--- config.mk ---
export PLATFORM = sky130hd
export DESIGN_NAME = alu_share_arbiter
export DESIGN_NICKNAME = d
export VERILOG_FILES = /design/src/rtl/alu_share_arbiter.sv
export SDC_FILE = /design/constraint.sdc
export NUM_CORES = 1
export LEC_CHECK = 0
export ABC_CLOCK_PERIOD_IN_PS = 2000
export CAP_MARGIN = 5
export CORE_AREA = 2 2 196 198
export DETAILED_ROUTE_END_ITERATION = 8
export DIE_AREA = 0 0 198 200
export GPL_TIMING_DRIVEN = 1
export PLACE_DENSITY = 0.48
export SETUP_SLACK_MARGIN = 0.05
export SYNTH_ARGS = -nofsm -noshare
export SYNTH_HDL_FRONTEND = slang
export SYNTH_SLANG_ARGS = --single-unit
--- constraint.sdc ---
create_clock -name clk -period 2 [get_ports clk]
set_input_delay 0.4 -clock clk [delete_from_list [all_inputs] [get_ports clk]]
set_output_delay 0.4 -clock clk [all_outputs]
set_load 0.01 [all_outputs]
--- src/rtl/alu_share_arbiter.sv ---
// Round-robin arbiter sharing one combinational ALU among NUM_REQ requesters, with multicycle hold.
// Optional macro ALU_OP_CHECK_EN: reject non-one-hot opcodes with resp_err instead of issuing them.
module alu_share_arbiter #(
    parameter int unsigned NUM_REQ = 4,
    parameter int unsigned ID_W    = 2,
    parameter int unsigned INT_LAT = 1,
    parameter int unsigned FP_LAT  = 3
) (
    input  logic                  clk,
    input  logic                  rst_n,
    input  logic [NUM_REQ-1:0]    req_valid,
    output logic [NUM_REQ-1:0]    req_ready,
    input  logic [NUM_REQ*20-1:0] req_op,
    input  logic [NUM_REQ*32-1:0] req_a,
    input  logic [NUM_REQ*32-1:0] req_b,
    output logic [19:0]           alu_op,
    output logic [31:0]           alu_in1,
    output logic [31:0]           alu_in2,
    input  logic [31:0]           alu_result,
    output logic                  resp_valid,
    input  logic                  resp_ready,
    output logic [ID_W-1:0]       resp_id,
    output logic [31:0]           resp_data,
    output logic                  resp_err,
    output logic                  busy
);

    localparam int unsigned MaxLat = (INT_LAT > FP_LAT) ? INT_LAT : FP_LAT;
    localparam int unsigned CntW   = (MaxLat > 1) ? $clog2(MaxLat) : 1;
    localparam int unsigned PtrW   = $clog2(NUM_REQ);

    typedef enum logic [1:0] {StIdle, StExec, StResp} state_e;

    state_e            state_q, state_d;
    logic [PtrW-1:0]   rr_ptr_q, rr_ptr_d;
    logic [CntW-1:0]   lat_cnt_q, lat_cnt_d;
    logic [19:0]       alu_op_q, alu_op_d;
    logic [31:0]       in1_q, in1_d;
    logic [31:0]       in2_q, in2_d;
    logic              resp_valid_q, resp_valid_d;
    logic [ID_W-1:0]   resp_id_q, resp_id_d;
    logic [31:0]       resp_data_q, resp_data_d;
    logic              resp_err_q, resp_err_d;

    logic              gnt_found;
    logic [PtrW-1:0]   gnt_idx;
    int unsigned       cand;
    logic [19:0]       gnt_op;
    logic              gnt_fp;
    logic              op_legal;

    // First valid requester at or after rr_ptr, wrapping.
    always_comb begin
        gnt_found = 1'b0;
        gnt_idx   = '0;
        cand      = 0;
        for (int k = 0; k < int'(NUM_REQ); k++) begin
            cand = (32'(rr_ptr_q) + 32'(k)) % NUM_REQ;
            if (!gnt_found && req_valid[cand]) begin
                gnt_found = 1'b1;
                gnt_idx   = PtrW'(cand);
            end
        end
    end

    assign gnt_op = req_op[20*gnt_idx +: 20];
    assign gnt_fp = gnt_op[18] | gnt_op[19];

`ifdef ALU_OP_CHECK_EN
    assign op_legal = (gnt_op != '0) && ((gnt_op & (gnt_op - 20'd1)) == '0);
`else
    assign op_legal = 1'b1;
`endif

    always_comb begin
        state_d      = state_q;
        rr_ptr_d     = rr_ptr_q;
        lat_cnt_d    = lat_cnt_q;
        alu_op_d     = alu_op_q;
        in1_d        = in1_q;
        in2_d        = in2_q;
        resp_valid_d = resp_valid_q;
        resp_id_d    = resp_id_q;
        resp_data_d  = resp_data_q;
        resp_err_d   = resp_err_q;
        req_ready    = '0;
        case (state_q)
            StIdle: begin
                alu_op_d = '0;
                if (gnt_found) begin
                    req_ready[gnt_idx] = 1'b1;
                    in1_d     = req_a[32*gnt_idx +: 32];
                    in2_d     = req_b[32*gnt_idx +: 32];
                    resp_id_d = ID_W'(gnt_idx);
                    rr_ptr_d  = (32'(gnt_idx) == NUM_REQ - 1) ? '0 : gnt_idx + 1'b1;
                    if (op_legal) begin
                        alu_op_d   = gnt_op;
                        lat_cnt_d  = gnt_fp ? CntW'(FP_LAT - 1) : CntW'(INT_LAT - 1);
                        resp_err_d = 1'b0;
                        state_d    = StExec;
                    end else begin
                        // Illegal opcode: skip the ALU entirely and answer next cycle.
                        resp_valid_d = 1'b1;
                        resp_data_d  = '0;
                        resp_err_d   = 1'b1;
                        state_d      = StResp;
                    end
                end
            end
            StExec: begin
                if (lat_cnt_q != '0) begin
                    lat_cnt_d = lat_cnt_q - 1'b1;
                end else begin
                    resp_data_d  = alu_result;
                    resp_valid_d = 1'b1;
                    alu_op_d     = '0;
                    state_d      = StResp;
                end
            end
            StResp: begin
                if (resp_ready) begin
                    resp_valid_d = 1'b0;
                    state_d      = StIdle;
                end
            end
            default: state_d = StIdle;
        endcase
    end

    always_ff @(posedge clk or negedge rst_n) begin
        if (!rst_n) begin
            state_q      <= StIdle;
            rr_ptr_q     <= '0;
            lat_cnt_q    <= '0;
            alu_op_q     <= '0;
            in1_q        <= '0;
            in2_q        <= '0;
            resp_valid_q <= 1'b0;
            resp_id_q    <= '0;
            resp_data_q  <= '0;
            resp_err_q   <= 1'b0;
        end else begin
            state_q      <= state_d;
            rr_ptr_q     <= rr_ptr_d;
            lat_cnt_q    <= lat_cnt_d;
            alu_op_q     <= alu_op_d;
            in1_q        <= in1_d;
            in2_q        <= in2_d;
            resp_valid_q <= resp_valid_d;
            resp_id_q    <= resp_id_d;
            resp_data_q  <= resp_data_d;
            resp_err_q   <= resp_err_d;
        end
    end

    assign alu_op     = alu_op_q;
    assign alu_in1    = in1_q;
    assign alu_in2    = in2_q;
    assign resp_valid = resp_valid_q;
    assign resp_id    = resp_id_q;
    assign resp_data  = resp_data_q;
    assign resp_err   = resp_err_q;
    assign busy       = (state_q != StIdle);

endmodule
=== Yosys cells after proc, flatten, opt, wreduce, memory -nomap -nowiden ===
Cells that the tools add are included.

* Word-level logic and storage cells: 86
* Register bits: 125
* Output and inout port bits: 125

* Equality and inequality tests: 7
* $add $sub $neg: 5
* Bitwise gates (word level): 2
* Multiply operators: 1
* Shift-type cells: 3
* Reductions and logical operators: 18
* Mux-type cells: 35
* Magnitude comparators: 6

{| class="wikitable"
|+ Operators with widths
! operator !! count
|-
| 128-bit by 8-bit indexed part select with 32-bit output || 2
|-
| 80-bit by 8-bit indexed part select with 20-bit output || 1
|-
| 20-bit two-way mux || 2
|-
| 20-bit one-hot mux with 2 select lines || 1
|-
| 2-bit two-way mux || 11
|-
| 2-bit by 3-bit less-than comparator with 1-bit output (second input constant) || 5
|-
| 1-bit two-way mux || 11
|-
| 3-bit AND reduction || 3
|-
| 1-bit binary-select mux with 2-bit select || 4
|-
| 4-bit two-way mux || 2
|-
| 2-bit != test (second input constant) || 4
|-
| 2-bit nonzero test || 4
|-
| 2-bit one-hot mux with 3 select lines || 1
|-
| 2-bit AND reduction || 3
|-
| 3-bit by 2-bit multiplier with 5-bit output (first input constant) || 1
|-
| 2-bit by 1-bit adder with 2-bit output (second input constant) || 2
|-
| 2-bit adder (second input constant) || 2
|-
| 2-bit equality test (second input constant) || 2
|-
| 1-bit logical AND || 4
|-
| 2-bit one-hot mux with 2 select lines || 1
|-
| 1-bit logical NOT || 3
|-
| 1-bit demux with 2-bit select || 1
|-
| 2-bit by 1-bit equality test with 1-bit output (second input constant) || 1
|-
| 2-bit by 1-bit >= comparator with 1-bit output (second input constant) || 1
|-
| other kinds (5) || 5
|}

=== Longest topological paths before layout ===
Gate-level depths: netlist of the first run.

* Depth after elaboration: 18
* Mapped depth: 9

=== Worst setup path before layout of the first run ===
OpenSTA, ideal clock, no wires.

* Kind: in2out
* From: input req_valid[1]
* To: output req_ready[3]
* Cell stages on the path: 7
* Path buffers: 2
* Setup slack: -0.075 ns
* Arrival: 1.675 ns
* Cells stage by stage: nand2b_1 -> o221ai_2 -> and2_1 -> buf_2 -> buf_2 -> ha_1 -> and3_1

* Word-level cells in the longest chain between the ends: 18
* Elaborated cells between the ends (all ways): 29

{| class="wikitable"
|+ RTL lines
! what !! RTL line !! source
|-
| start: declaration || 11 || <nowiki>input logic [NUM_REQ-1:0] req_valid,</nowiki>
|-
| 1-bit binary-select mux with 2-bit select || 59 || <nowiki>if (!gnt_found && req_valid[cand]) begin</nowiki>
|-
| 1-bit two-way mux (not written as such) || 59 ||
|-
| 1-bit two-way mux || 59 ||
|-
| 1-bit logical NOT || 59 ||
|-
| 1-bit logical AND || 59 ||
|-
| 1-bit two-way mux || 59 ||
|-
| 1-bit logical NOT || 59 ||
|-
| 1-bit logical AND || 59 ||
|-
| [3 not listed] || -- ||
|-
| 2-bit two-way mux (*) || 59 ||
|-
| via gnt_idx[1] || 46 || <nowiki>logic [PtrW-1:0] gnt_idx;</nowiki>
|-
| 2-bit by 3-bit less-than comparator with 1-bit output (not written as such) or 2-bit by 1-bit >= comparator with 1-bit output (tied branches) || 91 || <nowiki>req_ready[gnt_idx] = 1'b1;</nowiki>
|-
| 1-bit logical AND (not written as such) || 91 ||
|-
| 1-bit two-way mux (not written as such) || 91 ||
|-
| 1-bit demux with 2-bit select (*) || 91 ||
|-
| 4-bit two-way mux (*) || 90 || <nowiki>if (gnt_found) begin</nowiki>
|-
| 4-bit two-way mux (*) || 87 || <nowiki>case (state_q)</nowiki>
|-
| end: declaration || 12 || <nowiki>output logic [NUM_REQ-1:0] req_ready,</nowiki>
|}

Mark *: on every way through the listed nets, which the timed path passes. The rest lies on a longest branch. The select of a mux whose other input is x is not followed.

=== Worst setup path after layout of the first run ===
* From: register rr_ptr_q[0]
* To: register alu_op_q[9], in the netlist alu_op[9]

* Word-level cells in the longest chain between the ends: 16
* Elaborated cells between the ends (all ways): 29

{| class="wikitable"
|+ RTL lines
! what !! RTL line !! source
|-
| start: declaration || 35 || <nowiki>logic [PtrW-1:0] rr_ptr_q, rr_ptr_d;</nowiki>
|-
| start signal: assignment || 144 || <nowiki>rr_ptr_q <= rr_ptr_d;</nowiki>
|-
| branches (longest 14 deep; another with 3-bit by 2-bit multiplier with 5-bit output) || -- ||
|-
| 20-bit two-way mux (*) || 90 ||
|-
| 20-bit one-hot mux with 2 select lines (*) || 87 ||
|-
| end signal: assignment || 146 || <nowiki>alu_op_q <= alu_op_d;</nowiki>
|-
| end: declaration || 37 || <nowiki>logic [19:0] alu_op_q, alu_op_d;</nowiki>
|}

Every way passes the cells marked *. The select of a mux whose other input is x is not followed.
A chain may end at the register's enable or synchronous reset.

==> results of run 1 <==
==> repair_timing <==
action	4_1_cts	5_1_grt
endpoints found under the hold margin	31	0
setup endpoints to repair	90	89
gates cloned	13	7
resized for setup	137	137
pin swaps	20	59
hold buffers	1	0
setup buffers	9	11
==> cell families (layout without fill, tap and decap cells) <==
kind of cell / Yosys count / count (layout) / share of synthesized area (%)
AO/OA/AOI/OAI: 236 / 236 / 25.5
flip-flops: 125 / 125 / 42.6
other: 1 / 1 / 0.0511
multiplexers: 32 / 32 / 4.91
adder cells (fa/ha/maj): 5 / 5 / 0.853
AND/OR/NAND/NOR: 334 / 334 / 20.4
buffers and inverters: 95 / 672 / 5.66
==> power breakdown <==
group	total (uW)	switching [uW]	internal [uW]
clock network	3280	1390	1890
registers	4490	675	3820
logic	15100	6970	8170
total	22900	9030	13900
==> cell usage after synthesis, drive strengths merged, types with 4 or more instances <==
cell type,number
clkbuf,44
and3,72
o21ai,9
a211oi,69
a21o,66
nor2,4
a21oi,5
ha,5
a32o,18
a311oi,64
nand2,215
buf,39
dfrtp,125
nand3,38
inv,12
mux2,32
==> critical path, stage by stage (launching register included) <==
cell and delay, ns:
dfrtp_1 0.43, nand2b_4 0.18, a21o_4 0.20, and2_4 0.16
buf_6 0.13, buf_4 0.13, buf_6 0.11, buf_12 0.14
buf_12 0.12, buf_16 0.13, buf_8 0.13, nand2_2 0.07
nand3_2 0.06, a32o_1 0.26
==> final timing paths <==
path / startpoint / endpoint
min in group clk: alu_in1[23] / alu_in1[23]
max in group asynchronous: rst_n / resp_data[13]
worst max register to register: rr_ptr_q[0] / alu_op[9]
worst min register to register: alu_in1[23] / alu_in1[23]
worst max-delay path: rr_ptr_q[0] / alu_op[9]
worst min-delay path: rst_n / alu_op[3]
==> state kept, by name (all words and copies together) (netlist names) <==
register,flops
alu_in1,32
resp_id,2
rr_ptr_q,2
state_q,2
lat_cnt_q,2
resp_data,32
alu_op,20
alu_in2,32
resp_valid,1
==> layout make-up <==
class                           instances  area (sq um)
Timing Repair Buffer                  628          6850
Clock buffer                           17           425
Multi-Input combinational cell        608          4900
Tap cell                              511           639
Inverter                               12          55.1
Sequential cell                       125          3130
Clock inverter                         15           176
Fill cell                            3672         21200
==> metal layers <==
metal	vias up	share of wire [%]
li1	4167	-
met1	4396	42
met2	324	50
met3	43	6.7
met4	0	1.8
met5	-	0
==> through the flow <==
stage	power [uW]	instances	TNS (ns)
CTS	21900	1900	-16.25
detailed placement	16500	1846	-62.40
floorplan	10100	828	0
finish	22900	1916	-21.09
global placement	16500	1846	-60.60
global route	24300	1916	-28.10
==> results.md, run 1 <==
* Failing checks: negative setup slack
* Async S/R FF share, synth at 100%
* CTS buffer count at 17
* Synth area leaders: dfrtp_1 43%, nand2_1 11%, a311oi_1 7.6%, a211oi_1 7.0%, a21o_1 6.8%
* Final nets at 1,772
* # IOs at 500
* Post-synthesis cell count at 828
* CTS Root Cell: clkbuf_16
* Share of layout cells above drive strength 1 at 26.7%
* Commonest non-fill, non-tap cell in the layout: clkdlybuf4s50_1
* Synth cell types at 30
* Peak supply drop at 0.575 mV
* Clk buf depth at 2
* Top-area cell type share of the netlist area at 42.6%
* DRT iter0 DRCs at 307
* Met1 Track Usage GR at 22.9%
* PD cells at 1420 nW/um^2
* Total Wirelength at 39,800 um
* Drt via density at 4.66
* Die Y at 200 um
* Largest area contributor in the netlist: dfrtp_1
* Critical path fanouts, max at 6
* Post-synth EDFFs at 0
* CTS Sinks at 125
* Required time of the critical path at 2.32 ns
* DRC errors left at 0
* Layout Area Growth over Synthesis at 120%
* Worst hold slack at 0.462 ns
* Syn Nets at 1,208
* Final Cycle Share at 119%
* Chip Width at 198 um
* Maxcap violations at 0
* CTS tree: done
* Via count at 8,930
* Place WS at -0.850 ns
* Post-route setup slack at -0.379 ns
* Crit Path Category: reg -> reg
* Avg WL per Cell at 20.8 um
* Hold WC Path Type: in -> async
* First-pass GRT wire length at 55,400 um
* Die Area at 39,600 sq um
* R2R setup slack at -0.38 ns
* DP Area at 13,700 sq um
* Drt first pass iters at 4
* Crit end category: flip-flop
* Pin count of the biggest net entering global routing at 45
* Most frequent cells in the layout: 488 x clkdlybuf4s50_1, 172 x nand2_1, 124 x dfrtp_1, 69 x and3_1
* Synth Flop Type: dfrtp_1
* Layout Utilization at 43.2%
* Reg clk slew, reported paths at 0.06 ns
* GR Overflow Total at 0
* Starting Density at 19.6%
* IO buf count at 498
* Critical Path AT at 2.70 ns
* R2R cell count at 13
* Initial antenna violation count at 1
* Core area at 37,400 sq um
* Synthesized area at 7340 sq um
* Final Instance Area at 16,200 sq um
* Routability congestion estimate at 0.863
* Outcome: finished with violations
* Row count at 71
* Met2 Use GR at 32.5%
* DRT antenna net count at 0
* Slew HR at 47.5%
* Final hold vios at 0
* RSZ-0062 raised after global routing: yes
* Worst skew pair latency at 0.44 ns
* Worst Max-Slew Pin Slew at 0.787 ns
* Sequential area share after synthesis at 42.6%
* Fin. max-slew vios at 0
* # diodes at 0
* Dpl hpwl at 27,800 um
* Syn_area_per_cell at 8.86 sq um
* Htree depth at 4
* GR Layer Usage met3 at 5.01%
* Register bit total from synthesis at 125
* Gr usage total at 18.8%
* Top Usage Layer GRT: met2
* Synth warnings at 0
* Fmax at 420 MHz
* Clk_skew at 0.00905 ns
* Leak Pwr at 0.00702 uW
* Final Critical Period at 2.38 ns
* Critical Path Source Type: flip-flop
* Final setup fails at 89
* Vias in the first global route at 9,008
Power figures use the tool's default switching activity.
==> run 2, diff against run 1 <==
CTS_CLUSTER_SIZE = 24   (was default)
==> results of run 2 <==
The final DEF is identical to that of run 1; final timing and power are the same.
